`config.mk`:
```
export PLATFORM = sky130hd
export DESIGN_NAME = downcount_timer
export DESIGN_NICKNAME = d
export VERILOG_FILES = /design/src/rtl/downcount_pkg.sv /design/src/rtl/downcount_timer.sv
export SDC_FILE = /design/constraint.sdc
export NUM_CORES = 1
export LEC_CHECK = 0
export ABC_AREA = 1
export BUFFER_PORTS_ARGS = -buffer_cell sky130_fd_sc_hd__buf_2
export CAP_MARGIN = 20
export CELL_PAD_IN_SITES_DETAIL_PLACEMENT = 0
export CELL_PAD_IN_SITES_GLOBAL_PLACEMENT = 2
export CORE_AREA = 4 4 47 49
export DETAILED_ROUTE_END_ITERATION = 8
export DIE_AREA = 0 0 51 53
export PLACE_DENSITY = 0.83
export SYNTH_ARGS = -nofsm -noshare
export SYNTH_HDL_FRONTEND = slang
export SYNTH_SLANG_ARGS = --single-unit
```
`constraint.sdc`:
```
create_clock -name clk -period 2.28 [get_ports clk]
set_input_delay 0.114 -clock clk [delete_from_list [all_inputs] [get_ports clk]]
set_output_delay 0.114 -clock clk [all_outputs]
set_load 0.02 [all_outputs]
```
`src/rtl/downcount_pkg.sv`:
```
// downcount_timer shared types and helpers.
// Optional build: DOWNCOUNT_AUTORELOAD_EN (periodic mode).
package downcount_pkg;

  typedef enum logic [1:0] {
    S_IDLE,
    S_RUN,
    S_DONE
  } state_t;

  function automatic int unsigned clamp_load(
    input int unsigned value,
    input int unsigned n
  );
    return (value > n - 1) ? n - 1 : value;
  endfunction

endpackage

```
`src/rtl/downcount_timer.sv`:
```
// Loadable down-counter with last-count flag and done pulse.
// Optional build: DOWNCOUNT_AUTORELOAD_EN (periodic reload).
module downcount_timer
  import downcount_pkg::*;
#(
  parameter  int N = 16,
  localparam int W = $clog2(N)
) (
  input  logic         clk,
  input  logic         areset_n,
  input  logic         i_load,
  input  logic [W-1:0] i_load_val,
  input  logic         i_enable,
  input  logic         i_stop,
  output logic [W-1:0] o_val,
  output logic         o_last,
  output logic         o_busy,
  output logic         o_done
);

  state_t       state_q, state_d;
  logic [W-1:0] val_q, val_d;
  logic [W-1:0] rld_q, rld_d;
  logic [W-1:0] ld_val;
  logic         val_zero;

  assign ld_val   = W'(clamp_load(32'(i_load_val), N));
  assign val_zero = (val_q == '0);

  always_comb begin
    state_d = state_q;
    val_d   = val_q;
    rld_d   = rld_q;
    unique case (state_q)
      S_IDLE: begin
        if (i_load) begin
          val_d   = ld_val;
          rld_d   = ld_val;
          state_d = S_RUN;
        end
      end
      S_RUN: begin
        if (i_stop) begin
          state_d = S_IDLE;
        end else if (i_load) begin
          val_d = ld_val;
          rld_d = ld_val;
        end else if (i_enable) begin
          if (!val_zero) begin
            val_d = val_q - 1'b1;
          end else begin
`ifdef DOWNCOUNT_AUTORELOAD_EN
            val_d = rld_q;
`else
            state_d = S_DONE;
`endif
          end
        end
      end
      S_DONE: begin
        state_d = S_IDLE;
        if (i_load) begin
          val_d   = ld_val;
          rld_d   = ld_val;
          state_d = S_RUN;
        end
      end
      default: state_d = S_IDLE;
    endcase
  end

  always_ff @(posedge clk or negedge areset_n) begin
    if (!areset_n) begin
      state_q <= S_IDLE;
    end else begin
      state_q <= state_d;
    end
  end

  always_ff @(posedge clk or negedge areset_n) begin
    if (!areset_n) begin
      val_q <= '0;
      rld_q <= '0;
    end else begin
      val_q <= val_d;
      rld_q <= rld_d;
    end
  end

  assign o_val  = val_q;
  assign o_busy = (state_q == S_RUN);
  assign o_last = o_busy && val_zero;

`ifdef DOWNCOUNT_AUTORELOAD_EN
  // Tick marks the reload cycle itself
  assign o_done = o_last && i_enable && !i_stop && !i_load;
`else
  assign o_done = (state_q == S_DONE);
`endif

endmodule

```
# [Word level (Yosys, flattened, before mapping)]
# Index checks and enable logic that the tools add are counted.
[totals] output_inout_bits=7 regBits=6 inputBits=9
[op_classes] mux=13 n_eq_ne=10 addsub=1 reduce_logical=7
[op_table] cell="4-bit 2-to-1 mux" n=5
[op_table] cell="3-bit inequality test (second input constant)" n=4
[op_table] cell="2-bit 2-to-1 mux" n=5
[op_table] cell="4-bit one-hot mux with 2 select lines" n=1
[op_table] cell="2-bit one-hot mux with 3 select lines" n=1
[op_table] cell="5-bit AND reduction" n=1
[op_table] cell="4-bit logical NOT" n=1
[op_table] cell="2-bit inequality test (second input constant)" n=2
[op_table] cell="4-bit AND reduction" n=1
[op_table] cell="4-bit by 1-bit subtractor with 4-bit output (second input constant)" n=1
[op_table] cell="3-bit by 2-bit inequality test with 1-bit output (second input constant)" n=1
[op_table] cell="2-bit by 1-bit equality test with 1-bit output (second input constant)" n=1
[op_table] cell="2-bit equality test (second input constant)" n=1
[op_table] cell="2-bit logical NOT" n=1
[op_table] cell="2-bit by 1-bit inequality test with 1-bit output (second input constant)" n=1
[op_table] cell="2-bit nonzero test" n=1
[op_table] cell="2-bit OR reduction" n=1
[op_table] cell="1-bit logical AND" n=1
[op_table] cell="1-bit 2-to-1 mux" n=1

# [Logic depth before layout (Yosys ltp)]
# Gate-level depths: netlist of run 1.
[depth] depth_word=6 mapped_depth=8 mapped_depth_nobuf=8

# [Least setup slack after synthesis of run 1]
# No wires, ideal clock.
[synth_path] kind="flip-flop to flip-flop" start="reg val_q[0], in the netlist o_val[0]" end="reg val_q[3], in the netlist o_val[3]" arrival_ns=1.184 path_stages_with_launch=9 setup_slack_ns=0.977 setup_ns=0.118 synth_period_minus_slack_ns=1.303 n_path_buf=0 cell_sequence="dfrtp_1 > inv_1 > ha_1 > nand3_2 > nand2_2 > nand2_4 > nand2_4 > nand2_1 > nand2_1"
[synth_via] elab_chain_len=6 word_cells_on_any_way=9 cone_classes="1 x add/sub; 1 x eq/ne; 5 x mux; 2 x reduce/logical"
[synth_rtl] element="from (decl)" line="downcount_timer.sv:22" text="logic [W-1:0] val_q, val_d;"
[synth_rtl] element="from (signal assigned)" line="downcount_timer.sv:85" text="val_q <= val_d;"
[synth_rtl] element="4-bit by 1-bit subtractor with 4-bit output" line="downcount_timer.sv:50" text="val_d = val_q - 1'b1;"
[synth_rtl] element="4-bit 2-to-1 mux" line="downcount_timer.sv:49" text="if (!val_zero) begin"
[synth_rtl] element="4-bit 2-to-1 mux" line="downcount_timer.sv:48" text="end else if (i_enable) begin"
[synth_rtl] element="4-bit 2-to-1 mux" line="downcount_timer.sv:45" text="end else if (i_load) begin"
[synth_rtl] element="4-bit 2-to-1 mux" line="downcount_timer.sv:43" text="if (i_stop) begin"
[synth_rtl] element="4-bit one-hot mux with 2 select lines" line="downcount_timer.sv:34" text="unique case (state_q)"
# Parallel ways exist; a longest one is shown, timed or not. The select of a mux whose other input is x is not followed.
# A chain may end at the register's enable or synchronous reset.

# [Worst setup path in the final report of run 1]
[layout_path] start="reg val_q[0], in the netlist o_val[0]" end="out o_last"
[layout_via] elab_chain_len=2
[layout_rtl] element="4-bit logical NOT" line="downcount_timer.sv:28" text="assign val_zero = (val_q == '0);"
[layout_rtl] element="1-bit logical AND" line="downcount_timer.sv:92" text="assign o_last = o_busy && val_zero;"
[layout_rtl] element="to (decl)" line="downcount_timer.sv:16" text="output logic o_last,"
# Every way passes these cells.

==> reports/qor.txt, run 1 <==
Proportion of synthesized area in mux cells = 0
Post-synth ARST share = 1.00
Most common cell in the netlist = nand2_1
Initial antenna violation count = 0
# diodes = 0
DIE AREA = 0.00270 sq mm
Max-cap check violation count = 0
PD cells = 822 mW/mm^2
Number of synthesized register bits = 6
# rows = 16
Post-Synth Adder-Cell Area = 0.0290
CP Max Fanout = 4
Syn-to-layout area delta = 32.8%
H-tree levels = 1
Cell taking the most area after synthesis = dfrtp_1
Worst Path Buf+Inv = 3
Most instantiated cells after synthesis = nand2_1, inv_1, dfrtp_1, nand3_1, inv_2
Fillers = 213
Latest clock arrival within the worst-skew pair = 0.23 ns
Predominant post-synthesis flop cell = dfrtp_1
Clock Pin Slew Worst Setup and Hold Paths = 0.04 ns
CP Cell Sequence = inv_1 -> ha_1 -> nand3_2 -> inv_1 -> buf_2
CP max-delay cell = dfrtp_1
GRT overflow = 0
CP Capture Type = output pin
Final Util = 0.308
CP Data Required Time = 2.17 ns
TritonCTS clock tree = built
IO Pins = 16
Wirelength, routed = 927 microns
PnR worst setup slack = 0.881 ns
Final ANT Viol Nets = 0
Clk network pwr share = 0.192
Largest family of logic cells by synthesized area = simple AND/OR/NAND/NOR gates
Sequential-to-total area share from yosys stat = 0.348
Max-slew headroom = 0.712
Total CTS buffers = 3
Leakage power = 0.329 nW
RSZ-0062 raised after global routing = false
Clock sink total = 6
Share of cells above drive strength 1 = 0.354
Switching Fraction = 0.429
Outcome = complete, no violations
Worst Tran Pin Value = 0.430 ns
Reg power frac = 0.349
Count of different cell masters after synthesis = 16
Via count = 417
Avg Synthesized Cell Area = 6.85 sq um
YS warnings = 0
Setup_tns = 0 ns
Post-Synth XOR/XNOR Area = 0
First-pass GRT wire length = 1480 microns
Synth top area share = 0.348
Core box area = 0.00186 sq mm
Arrival time at the worst endpoint = 1.28 ns
Hold Violations, Final = 0
Clk buf depth = 2
DP Wirelength = 831 microns
Die width = 51 microns
Synth area leaders = dfrtp_1, nand2_1, nand3_1, inv_1, nand2_4
CP top delay family = flip-flops
DRC = 0
Post-synth EDFFs = 0
Initial DRC count = 1
Crit Path Category = register to output pin
Synthesized net count = 73
Pre-CTS setup slack = 1.03 ns
Cell internal pwr = 0.000269 W
Period minus WS final = 1.40 ns
Gr usage total = 0.0742
Layout Cells excl Fill = 109
Post-synthesis cell area = 432 sq um
Gate power share = 0.460
Mapped Cells = 63
Vias in the first global route = 367
CTS root buffer = clkbuf_4
Clock Skew = 0.00190 ns
Final critical-path share of the clock period = 0.614
Nets = 94
WL/cell = 8.50 microns
Register area = 150 sq um
Hold crit path type = input pin to register
Largest net degree at the start of global routing = 7
IO buf count = 15
Drt pass-1 iters = 2
Net Switching = 0.000202 W
Area used by multi-input combinational logic = 233 sq um
PostCTS Resize Cnt = 0
Setup Buffers After CTS = 0
Hold slack = 0.0729 ns
Die H = 53 microns
Max incr delay on CP = 0.40 ns
Vias per cell = 3.83
Final setup vio count = 0
Inst Count DP = 105
Startpoint types = register
Max Transition Viols Final = 0
Initial Util = 0.232
FMAX = 0.715 GHz
Final GP Congestion = 0.746
Top cell by count, worst path = inv_1
Synth Area in Compound Gates = 0.0464
IR Drop Worst-Case VDD = 0.406 mV
Post-synthesis simple-gate area fraction = 0.464
layout make-up:
class | instances | area share
timing repair buffer | 16 | 0.148
tap | 27 | 0.0590
inverter | 13 | 0.0852
multi-input combinational | 44 | 0.406
clock buffer | 3 | 0.0393
sequential | 6 | 0.262
final timing paths:
| check | startpoint | to | slack, ns | depth (start not counted) |
|---|---|---|---|---|
| worst max register to register | o_val[0] | o_val[2] | 1.03 | 8 |
| worst max-delay path | o_val[0] | o_last | 0.88 | 5 |
| max in group asynchronous | areset_n | o_val[2] | 1.91 | 2 |
| worst min register to register | o_val[0] | o_val[0] | 0.51 | 2 |
| min in group asynchronous | areset_n | o_val[1] | 0.23 | 2 |
| worst min-delay path | i_stop | state_q[1] | 0.07 | 2 |
placed cells by master, fill, tap and decap left out:
cell and instances:
nand2_1 20, buf_2 15, inv_1 8, nand3_1 6
dfrtp_1 6, inv_2 5, nor2_1 4, o21ai_0 3
clkbuf_4 3, nor2_4 2, nand2_4 2, nand3_2 1
nand4_1 1, nor3_1 1, nand2_2 1, o21ai_1 1
nand3b_1 1, ha_1 1, dlygate4sd3_1 1
logic make-up after synthesis:
| logic type | after synthesis |
|---|---|
| AO/OA/AOI/OAI | 4 |
| adder cells (fa/ha/maj) | 1 |
| buffers and inverters | 13 |
| flip-flops | 6 |
| AND/OR/NAND/NOR | 39 |
state kept, by name, indices dropped and copies added (netlist names):
name / count
o_val: 4
state_q: 2
stage by stage:
stage / cell area (sq um) / power (W)
4_1_cts: 573 / 0.000482
3_3_place_gp: 541 / 0.000386
2_1_floorplan: 432 / 0.000317
3_5_place_dp: 541 / 0.000385
5_1_grt: 573 / 0.000521
6_report: 573 / 0.000471
what timing repair did:
| item | in CTS | in global routing |
|---|---|---|
| endpoints found under the hold margin | 6 | 0 |
| setup endpoints to repair | 0 | 0 |
| hold buffers | 1 | 0 |
routing by layer:
layer,track usage,part of all wire,up-vias
met5,0,0,-
li1,-,-,233
met1,0.0819,0.44,180
met4,0.0404,0,0
met2,0.131,0.54,4
met3,0.0169,0.013,0
power by group through the flow:
stage | clock network, W | logic [W] | registers [W]
2_1_floorplan | 0 | 0.000132 | 0.000186
3_3_place_gp | 0 | 0.000220 | 0.000167
3_5_place_dp | 0 | 0.000219 | 0.000166
4_1_cts | 0.0000960 | 0.000221 | 0.000165
5_1_grt | 0.000103 | 0.000246 | 0.000171
6_report | 0.0000903 | 0.000217 | 0.000164
No activity file was read; power rests on OpenSTA's default activity.
==> inputs of run 2 (changes only) <==
Settings changed: CORE_AREA 4 4 47 49 to 4 4 51 53, DIE_AREA 0 0 51 53 to 0 0 55 57, PLACE_DENSITY 0.83 to 0.75.
Clock period 2.28 ns to 1.16 ns, I/O delays scaled along.
==> run 2 against run 1 <==
The run now ends with setup timing left. First-iteration DRC count increased to 7.0 times the previous value. Clock power increased by 120%. Largest power group unchanged. Global-route usage about the same. Sequential power increased by 90%. Critical path depth unchanged. Highest routed layer is now met4. Combinational power increased to 3.1 times the previous value.
==> reports/qor.txt, run 2 (synthesis gave the netlist of run 1 again) <==
Hold crit path type = input pin to register
DP Wirelength = 883 microns (+6.3%)
Clock sink total = 6 (unchanged)
First-pass GRT wire length = 1710 microns (+15%)
Number of flip-flops under the largest register name = 4 (unchanged)
Pre-CTS setup slack = 0.0118 ns (-1.02 ns)
Initial DRC count = 7 (+6)
Max-cap check violation count = 0 (unchanged)
CP max-delay cell = dfrtp_2
PD cells = 1710 mW/mm^2 (+110%)
Nets = 103 (+9.6%)
Final critical-path share of the clock period = 1.03
Most frequent cells in the layout = nand2_1, buf_2, inv_2, buf_4
Final GP Congestion = 0.731 (-2.0%)
Initial antenna violation count = 0 (unchanged)
Latest clock arrival within the worst-skew pair = 0.24 ns (about the same)
# diodes = 0 (unchanged)
Crit Path Category = register to output pin
Pwr Total = 0.00119 W (+150%)
CP Capture Type = output pin
Via count = 482 (+16%)
H-tree levels = 1 (unchanged)
CP Data Required Time = 1.10 ns (-1.07 ns)
IO Pins = 16 (unchanged)
RSZ-0062 raised after global routing = true
Total CTS buffers = 3 (unchanged)
Die width = 55 microns (+7.8%)
Placed cell areas = 587 sq um (+8.6%)
Final setup vio count = 2 (+2)
GRT overflow = 0 (unchanged)
Worst Path Buf+Inv = 3 (unchanged)
Max-slew headroom = 0.855 (+0.144)
DRC = 0 (unchanged)
Die H = 57 microns (+7.5%)
Worst Tran Pin Value = 0.217 ns (-0.213 ns)
Finished Cell Area = 696 sq um (+21%)
CP top delay family = flip-flops
IO buf count = 15 (unchanged)
CP Max Fanout = 3 (-1)
Failing checks = setup timing
Outcome = finished with violations
FMAX = 0.840 GHz
Leakage power = 0.376 nW (+15%)
Vias in the first global route = 440 (+20%)
Arrival time at the worst endpoint = 1.13 ns (-0.15 ns)
Max Transition Viols Final = 0 (unchanged)
TritonCTS clock tree = built
Drt pass-1 iters = 4 (+2)
CTS root buffer = clkbuf_4
Top cell by count, worst path = inv_2
Clock Pin Slew Worst Setup and Hold Paths = 0.05 ns (about the same)
Final ANT Viol Nets = 0 (unchanged)
Clk buf depth = 2 (unchanged)
Most common cell after layout, fill and taps aside = nand2_1
DIE AREA = 0.00314 sq mm (+16%)
Startpoint types = register
Vias per cell = 4.02 (+5.0%)
Clock Skew = 0.00543 ns (+0.00353 ns)
Gr usage total = 0.0743 (+0.000102)
Share of cells above drive strength 1 = 0.522 (+0.168)
Inst Count DP = 110 (+4.8%)
PnR worst setup slack = -0.0305 ns (-0.912 ns)
WL/cell = 9.07 microns (+6.6%)
Initial Util = 0.201 (-0.0309)
Max incr delay on CP = 0.41 ns (about the same)
Period minus WS final = 1.19 ns
Hold Violations, Final = 0 (unchanged)
Wirelength, routed = 1090 microns (+17%)
# rows = 17 (+1)
Largest net degree at the start of global routing = 7 (unchanged)
Syn-to-layout area delta = 61.2%
Layout Cells excl Fill = 120 (+10%)
Hold slack = 0.0147 ns (-0.0582 ns)
CP Cell Sequence = inv_2 -> ha_4 -> nand3_4 -> inv_2 -> buf_6
IR Drop Worst-Case VDD = 0.510 mV (+26%)
Core box area = 0.00215 sq mm (+15%)
-- run 2: worst paths after layout --
kind	start	end	slack (ns)	cells after the start
hold / removal	i_stop	state_q[1]	0.01	2
max in group asynchronous	areset_n	o_val[0]	0.84	2
setup reg to reg	o_val[0]	o_val[2]	-0.01	8
min in group asynchronous	areset_n	o_val[2]	0.17	2
hold reg to reg	o_val[1]	o_val[1]	0.61	3
setup / recovery	o_val[0]	o_last	-0.03	5
-- run 2: through the flow --
step                      setup TNS, ns  utilization
after global placement                0        0.273
final                           -0.0397        0.324
after detailed placement              0        0.273
after global routing             -0.392        0.324
after CTS                       -0.0248        0.312
after floorplan                       0            -
-- run 2: routing by layer --
layer	up-vias	GRT usage	share of wire
li1	253	-	-
met1	217	0.0836	0.43
met2	10	0.123	0.50
met3	2	0.0104	0.060
met4	0	0.0521	0.017
met5	-	0	0
-- run 2: worst reg2reg max path, delay by kind of cell (launching register included) --
kind	cells	cell delay [ns]
flops	1	0.41
fa+ha+maj	1	0.17
simple gates	5	0.35
buf+inv	2	0.19
-- run 2: cell type report --
type                       instances  area [sq um]
timing repair buffer              25           163
fill                             237          1450
clock buffer                       4          26.3
multi-input combinational         44           270
tap                               28          35.0
inverter                          13          48.8
sequential                         6           153
-- run 2: report_power, final --
group          switching (W)  internal [W]
logic               0.000373      0.000304
clock network      0.0000689      0.000130
registers          0.0000488      0.000264
-- run 2: timing repair --
item                                    4_1_cts  5_1_grt
hold buffers                                  1        0
pin swaps                                     1        6
buffers inserted                              5        0
resized for setup                             5        7
endpoints found under the setup margin        2        7
endpoints found under the hold margin         6        0
==> inputs of run 3 (changes only) <==
--- a/config.mk
+++ b/config.mk
@@ -11,7 +11,7 @@
 export CELL_PAD_IN_SITES_DETAIL_PLACEMENT = 0
 export CELL_PAD_IN_SITES_GLOBAL_PLACEMENT = 2
-export CORE_AREA = 4 4 51 53
+export CORE_AREA = 2 2 49 51
 export DETAILED_ROUTE_END_ITERATION = 8
-export DIE_AREA = 0 0 55 57
+export DIE_AREA = 0 0 51 53
 export PLACE_DENSITY = 0.75
 export SYNTH_ARGS = -nofsm -noshare
==> constraint.sdc (replaced) <==
create_clock -name clk -period 1.16 [get_ports clk]
set_input_delay 0.058 -clock clk [delete_from_list [all_inputs] [get_ports clk]]
set_output_delay 0.058 -clock clk [all_outputs]
set_load 0.1 [all_outputs]
==> run 3 against run 2 <==
The flow still finishes with violations (setup timing). Via count increased by 3.3%. Flip-flop and latch count did not move. Non-clock buffer count rose by 3. Critical path type unchanged. Critical endpoint unchanged. Largest power group unchanged.
==> reports/qor.txt, run 3 (synthesis gave the netlist of run 1 again) <==
Outcome = finished with violations
GRT overflow = 0 (unchanged)
Hold crit path type = input pin to register
Initial Util = 0.201 (unchanged)
Max-slew headroom = 0.856 (about the same)
Placed cell areas = 713 sq um (+22%)
Worst Tran Pin Value = 0.214 ns (-0.00244 ns)
Failing checks = setup timing
RSZ-0062 raised after global routing = true
Most common cell after layout, fill and taps aside = nand2_1
Hold Violations, Final = 0 (unchanged)
Nets = 106 (+2.9%)
IO Pins = 16 (unchanged)
CP Capture Type = output pin
Pre-CTS setup slack = -0.204 ns (-0.216 ns)
FMAX = 0.750 GHz (-11%)
IR Drop Worst-Case VDD = 0.741 mV (+45%)
Die H = 53 microns (-7.0%)
Latest clock arrival within the worst-skew pair = 0.25 ns (about the same)
Clock sink total = 6 (unchanged)
Number of flip-flops under the largest register name = 4 (unchanged)
Final setup vio count = 7 (+5)
Core box area = 0.00215 sq mm (unchanged)
CP Data Required Time = 1.10 ns (about the same)
FF-to-FF End = o_val[2]
Max Transition Viols Final = 0 (unchanged)
Hold path depth = 3 (+1)
R2R cell count = 9 (+1)
Hold Path Sink = state_q[1]
Reg2reg start = o_val[0]
First-pass GRT wire length = 2020 microns (+18%)
Total CTS buffers = 3 (unchanged)
Startpoint types = register
Setup_tns = -0.676 ns (-0.636 ns)
Clock Pin Slew Worst Setup and Hold Paths = 0.05 ns (about the same)
WL/cell = 9.90 microns (+9.2%)
Die width = 51 microns (-7.3%)
Crit Path Category = register to output pin
Initial antenna violation count = 0 (unchanged)
DRC = 0 (unchanged)
Wirelength, routed = 1220 microns (+12%)
Period minus WS final = 1.33 ns (+0.143 ns)
Hold slack = 0.112 ns (+0.0976 ns)
Final ANT Viol Nets = 0 (unchanged)
Most frequent cells in the layout = nand2_1, buf_4, buf_2
Final critical-path share of the clock period = 1.15 (+0.123)
Arrival time at the worst endpoint = 1.28 ns (+0.15 ns)
Clk buf depth = 2 (unchanged)
Syn-to-layout area delta = 94.5%
PD cells = 2110 mW/mm^2 (+23%)
Leakage power = 0.408 nW (+8.3%)
Initial DRC count = 9 (+2)
Vias per cell = 4.05 (+0.80%)
Vias in the first global route = 493 (+12%)
Max-cap check violation count = 0 (unchanged)
PnR worst setup slack = -0.173 ns (-0.143 ns)
Gr usage total = 0.103 (+0.0287)
CTS root buffer = clkbuf_4
Largest net degree at the start of global routing = 7 (unchanged)
# diodes = 0 (unchanged)
Share of cells above drive strength 1 = 0.547 (+0.0256)
TritonCTS clock tree = built
IO buf count = 15 (unchanged)
Worst setup path startpoint = o_val[0]
R2R Setup Slk = -0.13 ns (-0.12 ns)
DIE AREA = 0.00270 sq mm (-14%)
Drt pass-1 iters = 4 (unchanged)
Final Util = 0.391 (+0.0670)
H-tree levels = 1 (unchanged)
DP Wirelength = 967 microns (+9.5%)
CP Max Fanout = 2 (-1)
Finished Cell Area = 840 sq um (+21%)
Via count = 498 (+3.3%)
Final GP Congestion = 0.712 (-2.5%)
Hold_sp = i_enable
Clock Skew = 0.00420 ns (-0.00123 ns)
# rows = 17 (unchanged)
-- run 3: cell types whose count changed in the layout (fill, tap and decap cells not counted), moves of 3 or more --
cell / change
buf_12: +7
buf_2: -6
buf_4: +3
inv_2: -3
-- run 3: metrics by stage --
step / std cells / total power, W
2_1_floorplan: 63 / 0.000982
3_3_place_gp: 113 / 0.00143
3_5_place_dp: 113 / 0.00142
4_1_cts: 123 / 0.00177
5_1_grt: 123 / 0.00188
6_report: 123 / 0.00177
-- run 3: per-layer routing --
metal	vias to the layer above	wire length, microns	global-route usage
li1	259	-	-
met1	221	475	0.117
met2	15	640	0.173
met3	3	87	0.0480
met4	0	13	0.0270
met5	-	0	0
-- run 3: worst max-delay path, stage by stage (launching register included) --
cell	delay [ns]
dfrtp_4	0.49
inv_4	0.07
ha_4	0.13
nand3_4	0.08
clkinvlp_4	0.09
buf_12	0.16
-- run 3: worst max-delay path by stage --
stage / to / slack, ns / depth (start not counted)
after CTS: o_last / -0.17 / 5
final: o_last / -0.17 / 5
after global routing: o_last / -0.22 / 5
after floorplan: o_last / -0.48 / 4
after detailed placement: o_val[3] / -0.20 / 7
after global placement: o_val[2] / -0.17 / 7
-- run 3: timing repair --
item / 4_1_cts / 5_1_grt
endpoints found under the setup margin: 9 / 9
pin swaps: 6 / 3
hold buffers: 2 / 0
gates resized for setup: 10 / 2
hold endpoints to repair: 7 / 0
buffers inserted: 4 / 0
-- run 3: power by group --
part	total (W)	switching [W]	internal, W
clock	0.000221	0.0000896	0.000131
combinational	0.00124	0.000757	0.000481
sequential	0.000312	0.0000397	0.000272
-- run 3: final cells by class --
cell class	instances	area [sq um]
flip-flops and latches	6	158
clock buffers	4	26.3
multi-input cells	44	283
inverters	13	55.1
well taps	28	35.0
fillers	225	1310
repair buffers	28	283
